## src/rtl/decode_issue_queue.sv

```systemverilog
// decode_issue_queue: circular instruction buffer between a 2-wide fetch and
// a 2-wide decode/rename stage.
//   clk, rst          : rising-edge clock, asynchronous active-high reset
//   flush             : synchronous discard of all entries (branch redirect)
//   fetch_valid/inst/pc, fetch_ready : 2-lane enqueue side (lane0 older)
//   dec_valid/inst/pc, dec_ready     : 2-slot issue side (slot0 older)
//   count             : occupied entries
// Each entry holds a word, its PC and two predecode bits (is_br, is_mem)
// that restrict dual issue: no second slot behind a branch, and at most one
// memory op per group.
module decode_issue_queue #(
    parameter int unsigned DEPTH = 8
) (
    input  logic                     clk,
    input  logic                     rst,
    input  logic                     flush,
    input  logic [1:0]               fetch_valid,
    input  logic [63:0]              fetch_inst,
    input  logic [31:0]              fetch_pc,
    output logic                     fetch_ready,
    input  logic                     dec_ready,
    output logic [1:0]               dec_valid,
    output logic [63:0]              dec_inst,
    output logic [63:0]              dec_pc,
    output logic [$clog2(DEPTH):0]   count
);

    localparam int unsigned AW = $clog2(DEPTH);
    localparam int unsigned CW = AW + 1;

    // Branch/jump class: opcodes 1..7, plus jr/jalr in the special opcode.
    function automatic logic pre_br(input logic [5:0] op, input logic [5:0] fn);
        pre_br = ((op >= 6'd1) && (op <= 6'd7)) ||
                 ((op == 6'd0) && ((fn == 6'b001000) || (fn == 6'b001001)));
    endfunction

    logic [31:0]      inst_q [DEPTH];
    logic [31:0]      pc_q   [DEPTH];
    logic [DEPTH-1:0] br_q;
    logic [DEPTH-1:0] mem_q;

    logic [AW-1:0] head_q;
    logic [AW-1:0] tail_q;
    logic [CW-1:0] count_q;

    logic [AW-1:0] head1;
    logic [AW-1:0] tail1;
    logic          slot0_ok;
    logic          slot1_ok;
    logic          wr0_en;
    logic          wr1_en;
    logic [31:0]   wr0_inst;
    logic [31:0]   wr0_pc;
    logic [31:0]   pc_lane1;
    logic [CW-1:0] pushed;
    logic [CW-1:0] popped;

    assign count    = count_q;
    assign head1    = head_q + AW'(1);
    assign tail1    = tail_q + AW'(1);
    assign pc_lane1 = fetch_pc + 32'd4;

    // Room is judged on the registered count only, never on a same-cycle pop.
    assign fetch_ready = (CW'(DEPTH) - count_q) >= CW'(2);

    // Issue side: head on slot0, head+1 on slot1 when pairing is legal.
    always_comb begin
        dec_valid = 2'b00;
        dec_inst  = 64'd0;
        dec_pc    = 64'd0;
        slot0_ok  = (count_q != CW'(0));
        slot1_ok  = (count_q >= CW'(2)) && !br_q[head_q] &&
                    !(mem_q[head_q] && mem_q[head1]);
        if (!flush) begin
            dec_valid = {slot1_ok, slot0_ok};
        end
        if (dec_valid[0]) begin
            dec_inst[31:0] = inst_q[head_q];
            dec_pc[31:0]   = pc_q[head_q];
        end
        if (dec_valid[1]) begin
            dec_inst[63:32] = inst_q[head1];
            dec_pc[63:32]   = pc_q[head1];
        end
    end

    // Enqueue steering: valid lanes are packed in order starting at tail.
    always_comb begin
        wr0_en   = 1'b0;
        wr1_en   = 1'b0;
        wr0_inst = fetch_inst[31:0];
        wr0_pc   = fetch_pc;
        if (fetch_ready && !flush) begin
            case (fetch_valid)
                2'b01: wr0_en = 1'b1;
                2'b10: begin
                    wr0_en   = 1'b1;
                    wr0_inst = fetch_inst[63:32];
                    wr0_pc   = pc_lane1;
                end
                2'b11: begin
                    wr0_en = 1'b1;
                    wr1_en = 1'b1;
                end
                default: ;
            endcase
        end
    end

    // Occupancy deltas for this cycle.
    always_comb begin
        pushed = CW'(wr0_en) + CW'(wr1_en);
        popped = CW'(0);
        if (dec_ready && !flush) begin
            popped = CW'(dec_valid[0]) + CW'(dec_valid[1]);
        end
    end

    // Entry storage; contents are don't-care outside [head, head+count).
    always_ff @(posedge clk) begin
        if (wr0_en) begin
            inst_q[tail_q] <= wr0_inst;
            pc_q[tail_q]   <= wr0_pc;
            br_q[tail_q]   <= pre_br(wr0_inst[31:26], wr0_inst[5:0]);
            mem_q[tail_q]  <= wr0_inst[31];
        end
        if (wr1_en) begin
            inst_q[tail1] <= fetch_inst[63:32];
            pc_q[tail1]   <= pc_lane1;
            br_q[tail1]   <= pre_br(fetch_inst[63:58], fetch_inst[37:32]);
            mem_q[tail1]  <= fetch_inst[63];
        end
    end

    // Pointers and occupancy; flush overrides same-cycle push and pop.
    always_ff @(posedge clk or posedge rst) begin
        if (rst) begin
            head_q  <= '0;
            tail_q  <= '0;
            count_q <= '0;
        end else if (flush) begin
            head_q  <= '0;
            tail_q  <= '0;
            count_q <= '0;
        end else begin
            head_q  <= head_q + AW'(popped);
            tail_q  <= tail_q + AW'(pushed);
            count_q <= count_q + pushed - popped;
        end
    end

endmodule

```

## config.mk

```make
export PLATFORM = sky130hd
export DESIGN_NAME = decode_issue_queue
export DESIGN_NICKNAME = d
export VERILOG_FILES = /design/src/rtl/decode_issue_queue.sv
export SDC_FILE = /design/constraint.sdc
export NUM_CORES = 1
export LEC_CHECK = 0
export ABC_AREA = 1
export CAP_MARGIN = 10
export CORE_ASPECT_RATIO = 0.7
export CORE_MARGIN = 2
export CORE_UTILIZATION = 30
export CTS_CLUSTER_SIZE = 14
export DETAILED_ROUTE_END_ITERATION = 6
export HOLD_SLACK_MARGIN = 0.15
export PLACE_DENSITY = 0.48
export SETUP_SLACK_MARGIN = 0.15
export SLEW_MARGIN = 30
export SYNTH_ARGS = -nofsm -noshare
export SYNTH_HDL_FRONTEND = slang
export SYNTH_SLANG_ARGS = --single-unit
```

## constraint.sdc

```tcl
create_clock -name clk -period 3.4 [get_ports clk]
set_input_delay 0.34 -clock clk [delete_from_list [all_inputs] [get_ports clk]]
set_output_delay 0.34 -clock clk [all_outputs]
set_load 0.005 [all_outputs]
```

==> results.ini <==
[synthesis]
synth_cell_types = 48
synthTopCellsByArea = edfxtp_1 47%, o21ai_0 13%, nand2_1 11%
syn_area_mm2 = 0.03289
yosysWarningCount = 0
synth_seq_cells = 538
synth-async-reset-ratio_pct = 1.859
synth-edff-count = 512
yosys.area.top_type = edfxtp_1
synth_flop_cell = edfxtp_1
netlist_instances = 4100
yosysTopAreaCellShare_pct = 46.74
synth-seq-area-share_pct = 48.48
syn_nets = 4220
syn_area_per_cell_um2 = 8.023

[global_routing]
grt_pass1_vias = 29926
antenna_found_initial = 8
grt_util_all_layers_pct = 27.03
grt-ovfl-total = 0
grt_start_max_net_pins = 87
grt_pass1_wl_um = 220100

[placed_design]
port_buffers = 236
placed_cell_area_mm2 = 0.03741
dpl.hpwl_um = 79630
gp_congestion = 0.8839

[route]
viasPerCell = 5.659
vias = 33034
dr.pass1.iters = 7
routed_wirelength_um = 158200
drtIter0Drc = 4513
drc = 1
ant_nets = 0
routedWlPerCell_um = 27.11

[worst_setup_path]
reg2reg_depth = 17
start_kind = flip-flop
startpoint = head_q[0]$_DFF_PP0_
required_ns = 3.99
crit_arrival_ns = 4.02
ff2ff_setup_slack_ns = -0.03
reg2reg_to = count[1]$_DFF_PP0_
cp-end-kind = flip-flop
crit_path_end = count[1]$_DFF_PP0_
path_max_fanout = 6
reg2reg_from = head_q[0]$_DFF_PP0_
worstSetupPathType = flip-flop to flip-flop

[pwr]
powerDensity_mw_per_mm2 = 691.0
p_leak_nw = 16.74
ir_drop_mv = 0.4164

[timing]
finalCritPeriodShare_pct = 100.8
slew_headroom_pct = 47.73
slew_viol_final = 0
rsz0062_at_grt = yes
fin_setup_tns_ns = -0.02864
worstMarginPinSlew_ns = 0.7841
hold_viol_final = 0
fin_crit_ns = 3.426
finalSetupViolations = 2
layout_setup_ws_ns = -0.02618
skew_ns = 0.01917
clock.fmax_ghz = 0.2919

[worst_hold_path]
hold_class = primary input to flip-flop

[cells_and_area]
final_common_cell = nand2_1
finish.net_count = 4464
fin_area_mm2 = 0.04276
layout-drive-gt1-share_pct = 14.14
final_cell_mix = 920 x nand2_1, 807 x o21ai_0, 512 x edfxtp_1
area_growth_pct = 29.99
utilization_pct = 39.39

[floorplanning]
fp.dieH_um = 281.0
core_mm2 = 0.1086
die_w_um = 399.8
num_rows = 101
start_util_pct = 30.30
io_pins = 237
die_area_mm2 = 0.1124

[clock_tree]
cts_root_buffer = clkbuf_16
clk-insertion-delay-late_ns = 0.66
cts_buffers = 61
cts_tree = done
clk_pin_slew_ns = 0.06
ctsHtreeMaxLevel = 2
clockBufferDepth = 3
cts.sinks = 538

[status]
status = complete, but fails checks
violations = DRC, setup timing

[run]
cap_viol_max_count = 0

==> how the worst min path moves through the flow <==
| stage | endpoint | slack [ns] | startpoint | cells past startpoint |
|---|---|---|---|---|
| floorplan | count[0]$_DFF_PP0_ | 0.18 | rst | 1 |
| global placement | mem_q[0]$_DFF_P_ | 0.48 | mem_q[0]$_DFF_P_ | 2 |
| detailed placement | mem_q[4]$_DFF_P_ | 0.48 | mem_q[4]$_DFF_P_ | 2 |
| CTS | count[1]$_DFF_PP0_ | 0.40 | flush | 3 |
| global route | count[2]$_DFF_PP0_ | 0.44 | flush | 3 |
| finish | tail_q[0]$_DFF_PP0_ | 0.44 | flush | 3 |
==> critical path, cell delays in order, from the launching register on <==
cell and delay [ns]:
dfrtp_4 0.52, ha_4 0.31, buf_12 0.14, a21oi_2 0.10, o21ai_1 0.09, nand3_1 0.07, o211ai_1 0.16, nand2_4 0.20
buf_12 0.14, inv_6 0.03, ha_4 0.13, and3_4 0.18, fa_1 0.49, inv_2 0.05, buf_4 0.13, fa_2 0.52
inv_2 0.04, nor2_2 0.07
==> area by class of cell <==
cell class	instances	area, um2
Sequential cell	538	15950
Inverter	276	1076
Tap cell	1442	1804
Timing Repair Buffer	518	6594
Clock buffer	74	1618
Fill cell	10712	65800
Timing Repair inverter	2	20.02
Multi-Input combinational cell	2947	15340
Clock inverter	37	340.3
Antenna cell	3	7.507
==> cells by family (layout without fill, tap and decap cells) <==
family	count (synthesis)	in the layout	synth area share (%)
AO/OA/AOI/OAI	1559	1559	25.97
AND/OR/NAND/NOR	1346	1346	16.51
buffers and inverters	615	907	7.463
flip-flops	538	538	48.48
XOR/XNOR	24	24	0.8102
adder cells (fa/ha/maj)	18	18	0.7760
other	0	3	0
==> synth_stat cells (6+ instances only) <==
cell type  number
nor2_1        254
edfxtp_1      512
xor2_1         13
dfrtp_1        10
nand2_2         7
o21ai_2        16
o21ai_1        48
o22ai_1        72
a31oi_1       128
a21oi_1       336
clkbuf_1      217
a221oi_1       64
inv_2           8
inv_1         265
nand3_1       107
nand4_1         8
nand2_1       933
o211ai_1       68
ha_1           14
buf_2          99
nor3_1          6
buf_1          19
dfxtp_1        16
o21ai_0       822
==> sequential cells by signal, indices dropped and copies added, names as in the netlist <==
| signal | flops |
|---|---|
| pc_q | 256 |
| inst_q | 256 |
| mem_q | 8 |
| head_q | 3 |
| tail_q | 3 |
| br_q | 8 |
| count | 4 |
==> metrics by stage <==
stage	worst slack, ns	hold slack (ns)	std cells	power (mW)
floorplan	0.1611	0.1802	4100	14.69
detailed placement	0.08698	0.4825	5575	19.30
CTS	-0.05056	0.3972	5781	28.57
global route	-0.1555	0.4436	5836	30.83
finish	-0.02618	0.4377	5837	29.54
global placement	0.06673	0.4827	5575	19.25
==> routing by layer <==
layer / part of all wire, % / up-vias / global-route usage, %
li1: - / 15005 / -
met5: 0.028 / - / 0
met3: 11 / 279 / 5.485
met1: 44 / 15775 / 40.10
met2: 42 / 1967 / 39.11
met4: 3.0 / 8 / 8.107
==> report_power, final <==
group,total (mW),internal (mW),switching [mW],leakage (nW)
combinational,13.9,5.33,8.57,10.9
clock,6.79,3.87,2.92,0.953
sequential,8.85,8.54,0.309,4.91
==> timing repair <==
action,4_1_cts,5_1_grt
resized for setup,435,164
setup endpoints to repair,131,93
hold buffers,1,0
cloned,45,9
pin swaps,32,27
buffers inserted,49,44
endpoints found under the hold margin,10,0
No activity file was read; power rests on OpenSTA's default activity.
